$ cat config.mk
export PLATFORM = sky130hd
export DESIGN_NAME = nibble_serial_addsub
export DESIGN_NICKNAME = d
export VERILOG_FILES = /design/src/rtl/nibble_serial_addsub.sv
export SDC_FILE = /design/constraint.sdc
export NUM_CORES = 1
export LEC_CHECK = 0
export ABC_AREA = 1
export CAP_MARGIN = 15
export CORE_ASPECT_RATIO = 0.7
export CORE_UTILIZATION = 30
export CTS_CLUSTER_SIZE = 14
export DETAILED_ROUTE_END_ITERATION = 12
export GPL_TIMING_DRIVEN = 1
export PLACE_DENSITY = 0.57
export SLEW_MARGIN = 20
export SYNTH_ARGS = -nofsm -noshare
export SYNTH_HDL_FRONTEND = slang
export SYNTH_SLANG_ARGS = --single-unit
$ cat constraint.sdc
create_clock -name clk -period 4.5 [get_ports clk]
set_clock_uncertainty 0.15 [all_clocks]
set_input_delay 0.45 -clock clk [delete_from_list [all_inputs] [get_ports clk]]
set_output_delay 0.45 -clock clk [all_outputs]
set_load 0.02 [all_outputs]
$ cat src/rtl/nibble_serial_addsub.sv
// Nibble-serial WIDTH-bit adder/subtractor: one 4-bit ripple slice reused
// over N=WIDTH/4 cycles, LSB nibble first, with a start/busy/done handshake.
// Ports: clk, rst_n (async low), start, sub, a, b -> busy, done, s, co, ovf.

module ripple_add (
  input  logic [3:0] a,
  input  logic [3:0] b,
  input  logic       ci,
  output logic [3:0] s,
  output logic       co
);
  assign {co, s} = {1'b0, a} + {1'b0, b} + {4'b0, ci};
endmodule

module nibble_serial_addsub #(
  parameter int WIDTH = 16
) (
  input  logic             clk,
  input  logic             rst_n,
  input  logic             start,
  input  logic             sub,
  input  logic [WIDTH-1:0] a,
  input  logic [WIDTH-1:0] b,
  output logic             busy,
  output logic             done,
  output logic [WIDTH-1:0] s,
  output logic             co,
  output logic             ovf
);
  localparam int N  = WIDTH / 4;
  localparam int IW = (N > 1) ? $clog2(N) : 1;

  generate
    if (WIDTH < 4 || (WIDTH % 4) != 0) begin : g_bad_width
      $error("WIDTH must be a multiple of 4 and at least 4");
    end
  endgenerate

  typedef enum logic {IDLE, RUN} state_t;

  state_t           state;
  logic [WIDTH-1:0] a_q;
  logic [WIDTH-1:0] b_q;
  logic             carry;
  logic [IW-1:0]    idx;
  logic [3:0]       sl_s;
  logic             sl_co;

  ripple_add u_slice (
    .a  (a_q[4*idx +: 4]),
    .b  (b_q[4*idx +: 4]),
    .ci (carry),
    .s  (sl_s),
    .co (sl_co)
  );

  // Subtraction is a + ~b + 1: the +1 enters as the initial carry.
  always_ff @(posedge clk or negedge rst_n) begin
    if (!rst_n) begin
      state <= IDLE;
      a_q   <= '0;
      b_q   <= '0;
      carry <= 1'b0;
      idx   <= '0;
      busy  <= 1'b0;
      done  <= 1'b0;
      s     <= '0;
      co    <= 1'b0;
      ovf   <= 1'b0;
    end else begin
      done <= 1'b0;
      case (state)
        IDLE: begin
          if (start) begin
            a_q   <= a;
            b_q   <= sub ? ~b : b;
            carry <= sub;
            idx   <= '0;
            busy  <= 1'b1;
            state <= RUN;
          end
        end
        RUN: begin
          s[4*idx +: 4] <= sl_s;
          carry         <= sl_co;
          if (idx == IW'(N - 1)) begin
            co    <= sl_co;
            // carry into MSB xor carry out of MSB
            ovf   <= a_q[WIDTH-1] ^ b_q[WIDTH-1] ^ sl_s[3] ^ sl_co;
            busy  <= 1'b0;
            done  <= 1'b1;
            idx   <= '0;
            state <= IDLE;
          end else begin
            idx <= idx + IW'(1);
          end
        end
        default: state <= IDLE;
      endcase
    end
  end
endmodule

# [After elaboration in Yosys (flattened, before gate mapping)]
# Cells that the tools add are included.
[word_totals] out_inout_bits=20 reg_bits=56 ram_bits=0 inputBits=36 mem_bits_ro=0 latchBits=0 elab_cells=44 n_memories=0
[classes] add_sub_neg=4 reduce_logical=3 div=0 shift=4 n_mux=15 order_cmp=0 mul=0 eq_ne=3 bitwise_logic=5
[ops] cell="4-bit negator with 34-bit output" count=1
[ops] cell="4-bit by 34-bit variable shift with 16-bit output (first input constant)" count=1
[ops] cell="4-bit by 34-bit variable part select with 16-bit output" count=1
[ops] cell="16-bit by 5-bit variable part select with 4-bit output" count=2
[ops] cell="16-bit bitwise mux" count=1
[ops] cell="16-bit 2-to-1 mux" count=1
[ops] cell="16-bit inverter" count=1
[ops] cell="1-bit 2-to-1 mux" count=7
[ops] cell="1-bit one-hot mux with 2 select lines" count=3
[ops] cell="2-bit AND reduction" count=3
[ops] cell="4-bit by 4-bit adder with 5-bit output" count=1
[ops] cell="5-bit by 1-bit adder with 5-bit output" count=1
[ops] cell="2-bit 2-to-1 mux" count=2
[ops] cell="2-bit one-hot mux with 2 select lines" count=1
[ops] cell="1-bit bitwise XOR" count=3
[ops] cell="2-bit by 1-bit adder with 2-bit output (second input constant)" count=1
[ops] cell="2-bit == test (second input constant)" count=1
[ops] cell="2-bit by 1-bit inequality test with 1-bit output (second input constant)" count=1
[ops] cell="2-bit inequality test (second input constant)" count=1
[ops] cell="1-bit inverter" count=1

# [Logic depth before layout (Yosys ltp)]
[logic_depth] depth_word=5 depth_mapped=14 ltp_nobuf=12

# [Hierarchy]
# Synthesis repeated with hierarchy kept, for this count alone.
[hier_totals] cells_unflattened=334 area_unflattened_um2=2866.5
[modules_own_cells] module="nibble_serial_addsub" seq_area_each_um2=1401.3 cells_each=313 area_each_um2=2716.4 instances=1
[modules_own_cells] module="ripple_add" seq_area_each_um2=0.0 cells_each=21 area_each_um2=150.1 instances=1

# [Worst setup path before layout]
# Ideal clock, no wire load.
[synth_timing] kind="flip-flop to flip-flop" from="register idx[0]" to="register s[6]" t_arrival_ns=2.256 synth_period_minus_slack_ns=2.529 setup_ns=0.123 path_buffers=2 t_required_ns=4.227 setup_slack_ns=1.971 path_stages_with_launch=11 path_cell_list="dfrtp_1 > buf_2 > buf_2 > o21ai_0 > o22ai_1 > fa_1 > fa_1 > xnor2_1 > nor2_1 > nand2_1 > o21ai_1"
[synth_between] elab_chain_len=5 word_cells_on_any_way=8 cone_classes="add/sub: 3; shift: 4; mux: 1"
[synth_lines] element="start, declared" line_no="45" source="logic [IW-1:0] idx;"
[synth_lines] element="start signal, assigned" line_no="95" source="idx <= idx + IW'(1);"
[synth_lines] element="16-bit by 5-bit variable part select with 4-bit output (on tied branches)" line_no="50, 51"
[synth_lines] element="4-bit by 4-bit adder with 5-bit output" line_no="12" source="assign {co, s} = {1'b0, a} + {1'b0, b} + {4'b0, ci};"
[synth_lines] element="5-bit by 1-bit adder with 5-bit output" line_no="12"
[synth_lines] element="4-bit by 34-bit variable part select with 16-bit output" line_no="84" source="s[4*idx +: 4] <= sl_s;"
[synth_lines] element="16-bit bitwise mux (*)" line_no="84"
[synth_lines] element="end signal, assigned by index" line_no="84"
[synth_lines] element="end, declared" line_no="26" source="output logic [WIDTH-1:0] s,"
# Mark *: on every way between the ends. The rest lies on a longest branch, timed or not.
# A chain may end at the register's enable or synchronous reset.

# [Worst setup path after layout]
[layout_timing] from="register idx[1]" to="register s[6]"
# Same word-level chain as after synthesis.

==> parameters.txt <==
Parameter                              Value

Run status
  Run status ... complete, no violations

Synth
  Number of instances in the synthesized netlist ... 326
  Top-count cell post-synth ... nand2_1
  Most area-consuming cells after synthesis ... dfrtp_1, nand2_1, xnor2_1
  List of most frequent post-synthesis cells ... nand2_1, dfrtp_1, o21ai_1, nor2_1, xnor2_1
  Synthesized net count ... 373
  Number of flops mapped to enable cells by yosys ... 0
  Flip-flop and latch count after synthesis ... 56
  Top-area cell type share of the netlist area ... 49.9%
  Post-synthesis async set-or-reset flop share ... 100%
  Post-synthesis average cell area ... 8.62 um^2
  Fraction of the yosys area taken by sequential cells ... 49.9%
  Number of distinct library cells after synthesis ... 26
  Synthesis Warnings ... 0
  Most area-hungry cell type in the Yosys netlist ... dfrtp_1
  Top_reg_cell synth ... dfrtp_1
  Summed instance area of the synthesized netlist ... 0.00281 mm^2

Critical path
  Launching element type of the critical path ... flop
  Worst reg2reg startpoint ... idx[1]
  Arrival time worst endpoint ... 2.84 ns
  CP Class ... reg -> reg
  Critical path origin ... idx[1]
  Required time worst endpoint ... 4.53 ns
  Highest net fanout along the worst path ... 13
  Crit end category ... flop

Pwr
  Power density over the cells ... 779 mW/mm^2
  VDD IR-drop max ... a little under 0.3 mV
  Leakage Power ... 1.63 nW

Floorplanning
  I/O Pins ... 56
  Initial Util ... 31.0%
  Site row count ... 29
  Die Span X ... 118 um
  Area of the die ... between 0.009 and 0.01 mm^2
  Die Span Y ... between 80 and 90 um
  CORE AREA ... 0.00907 mm^2

Clock tree
  Clock slew at the register clock pins of the worst setup and hold paths ... around 0.07 ns
  Number of post-CTS setup repair buffers ... 0
  H-Tree Depth ... 2
  Root buf cell ... clkbuf_16
  Insertion delay to the later sink of the worst-skew pair ... 0.29 ns
  Maximum buffer depth of the clock tree ... 2
  CTS tree ... yes
  Count of hold buffers inserted by post-cts repair ... 0
  # clock sinks ... 56
  Total clock buffers created by CTS ... 5
  Count of instances resized after the clock tree is built ... 0

Layout
  Synth-to-layout area growth ... 27.4%
  Ratio of cells with drive above 1 in the final layout ... 6.63%
  Final Cell Area ... 0.00358 mm^2
  Antenna Cells ... 0
  # fillers ... 912
  Final net count ... 424

STA
  Rel. slew slack ... 37.3%
  Setup repair after global routing missed its margin ... false
  Final sum of negative setup slack ... 0 ns
  Final hold vios ... 0
  Final worst-path cycle share ... 62.6%
  Number of pins with negative max-slew slack in the final report ... 0
  Upper clock frequency limit ... 0.355 GHz
  Setup-failing EPs final ... 0
  Final critical-path required period ... around 2.8 ns
  Slew @ Worst Pin ... 0.938 ns

Route
  Total via count after detailed routing ... between 2,000 and 2,500
  Number of design rule violations left after detail routing ... 0
  Iter 0 DRT Violations ... ~110
  Final routed wire length divided by cell count ... 12.6 um
  Final WL ... 6320 um
  Number of iterations in the first detailed-routing pass ... 4
  Met3 layer wire length in the routed design ... 259 um
  Wire length the detailed router placed on met1 ... ~3400 um
  Count of antenna-violating nets left after detailed routing ... 0
  Amount of wire on met2 after detailed routing ... 2610 um
  Ratio of routed vias to standard cells ... between 4 and 5
  Highest Signal Layer ... met4

Placed design
  I/O Buffers ... 55
  RD Place Congestion ... 0.838
  Instance area at placement ... about 0.0034 mm^2
  Half-perimeter wire length after placement ... between 4000 and 5000 um

GRT
  Vias in the first global route ... roughly 2,300
  Antenna violations before repair ... 0
  Total track usage ... between 10 and 15%
  First-pass GRT wire length ... 11,000 um
  Total congestion overflow after global routing ... 0
  Pin count of the biggest net entering global routing ... 57

Flow run
  Number of max-cap violations ... 0

Worst hold path
  Min-delay worst type ... in -> async
## worst paths after layout
kind	slack, ns	end	depth (start not counted)
hold reg to reg	0.33	ovf	2
hold / removal	0.13	s[9]	2
setup / recovery	1.68	s[6]	9
max in group asynchronous	3.57	s[2]	2
setup reg to reg	1.68	s[6]	9
min in group clk	0.33	ovf	2
## state kept, by name (all words and copies together), names as in the netlist
register and cells:
s 16, ovf 1, co 1, a_q 16, carry 1, idx 2
state 1, b_q 16, done 1, busy 1
## cells by family (layout without fill, tap and decap cells)
kind of cell	count (synthesis)	after routing	synth area share, %
xor+xnor	17	17	5.30
fa+ha+maj	11	11	5.43
compound gates	59	59	11.7
flops	56	56	49.9
buf+inv	26	77	4.81
simple gates	157	157	22.9
## critical path, stage by stage, from the launching register on
cell and delay (ns):
dfrtp_1 0.58, inv_1 0.27, o21ai_0 0.14, o22ai_1 0.11
fa_1 0.47, fa_1 0.43, xnor2_1 0.35, nor2_1 0.07
nand2_1 0.09, o21ai_1 0.06
## routing by layer
layer / up-vias / global-route usage [%]
li1: 1157 / -
met1: 1040 / 19.8
met2: 57 / 21.0
met3: 10 / 2.95
met4: 0 / 5.36
met5: - / 0
## cell usage in the layout (no fill, tap or decap), drive strengths merged
master / instances
a21oi: 2
a22o: 1
buf: 4
clkbuf: 5
clkdlybuf4s50: 54
clkinv: 1
clkinvlp: 1
dfrtp: 56
fa: 2
ha: 9
inv: 12
nand2: 114
nand3: 15
nand3b: 1
nand4: 1
nor2: 24
nor3: 1
o21ai: 44
o22ai: 8
o31ai: 4
or2: 1
xnor2: 17
## stage by stage
| step | hold WS [ns] | instances | setup WS [ns] | util (%) | power, mW |
|---|---|---|---|---|---|
| 3_3_place_gp | 0.319 | 494 | 1.81 | 38.0 | 2.37 |
| 3_5_place_dp | 0.323 | 494 | 1.69 | 38.0 | 2.43 |
| 2_1_floorplan | 0.00441 | 326 | 1.97 | - | 1.96 |
| 5_1_grt | 0.211 | 501 | 1.50 | 39.5 | 3.03 |
| 6_report | 0.134 | 501 | 1.68 | 39.5 | 2.79 |
| 4_1_cts | 0.177 | 501 | 1.68 | 39.5 | 2.81 |
## area by class of cell
class	count	area (um^2)	share of cell area, %
Clock buffer	5	125	3.49
Clock inverter	2	12.5	0.349
Inverter	12	45.0	1.26
Multi-Input combinational cell	244	1270	35.6
Sequential cell	56	1400	39.1
Tap cell	124	155	4.33
Timing Repair Buffer	58	568	15.9
## where the power goes
group | switching (mW) | internal [mW] | leakage, nW
clock | 0.174 | 0.203 | 0.0657
sequential | 0.152 | 0.716 | 0.717
combinational | 0.955 | 0.590 | 0.849
total | 1.28 | 1.51 | 1.63
(Power assumes the default switching activity.)
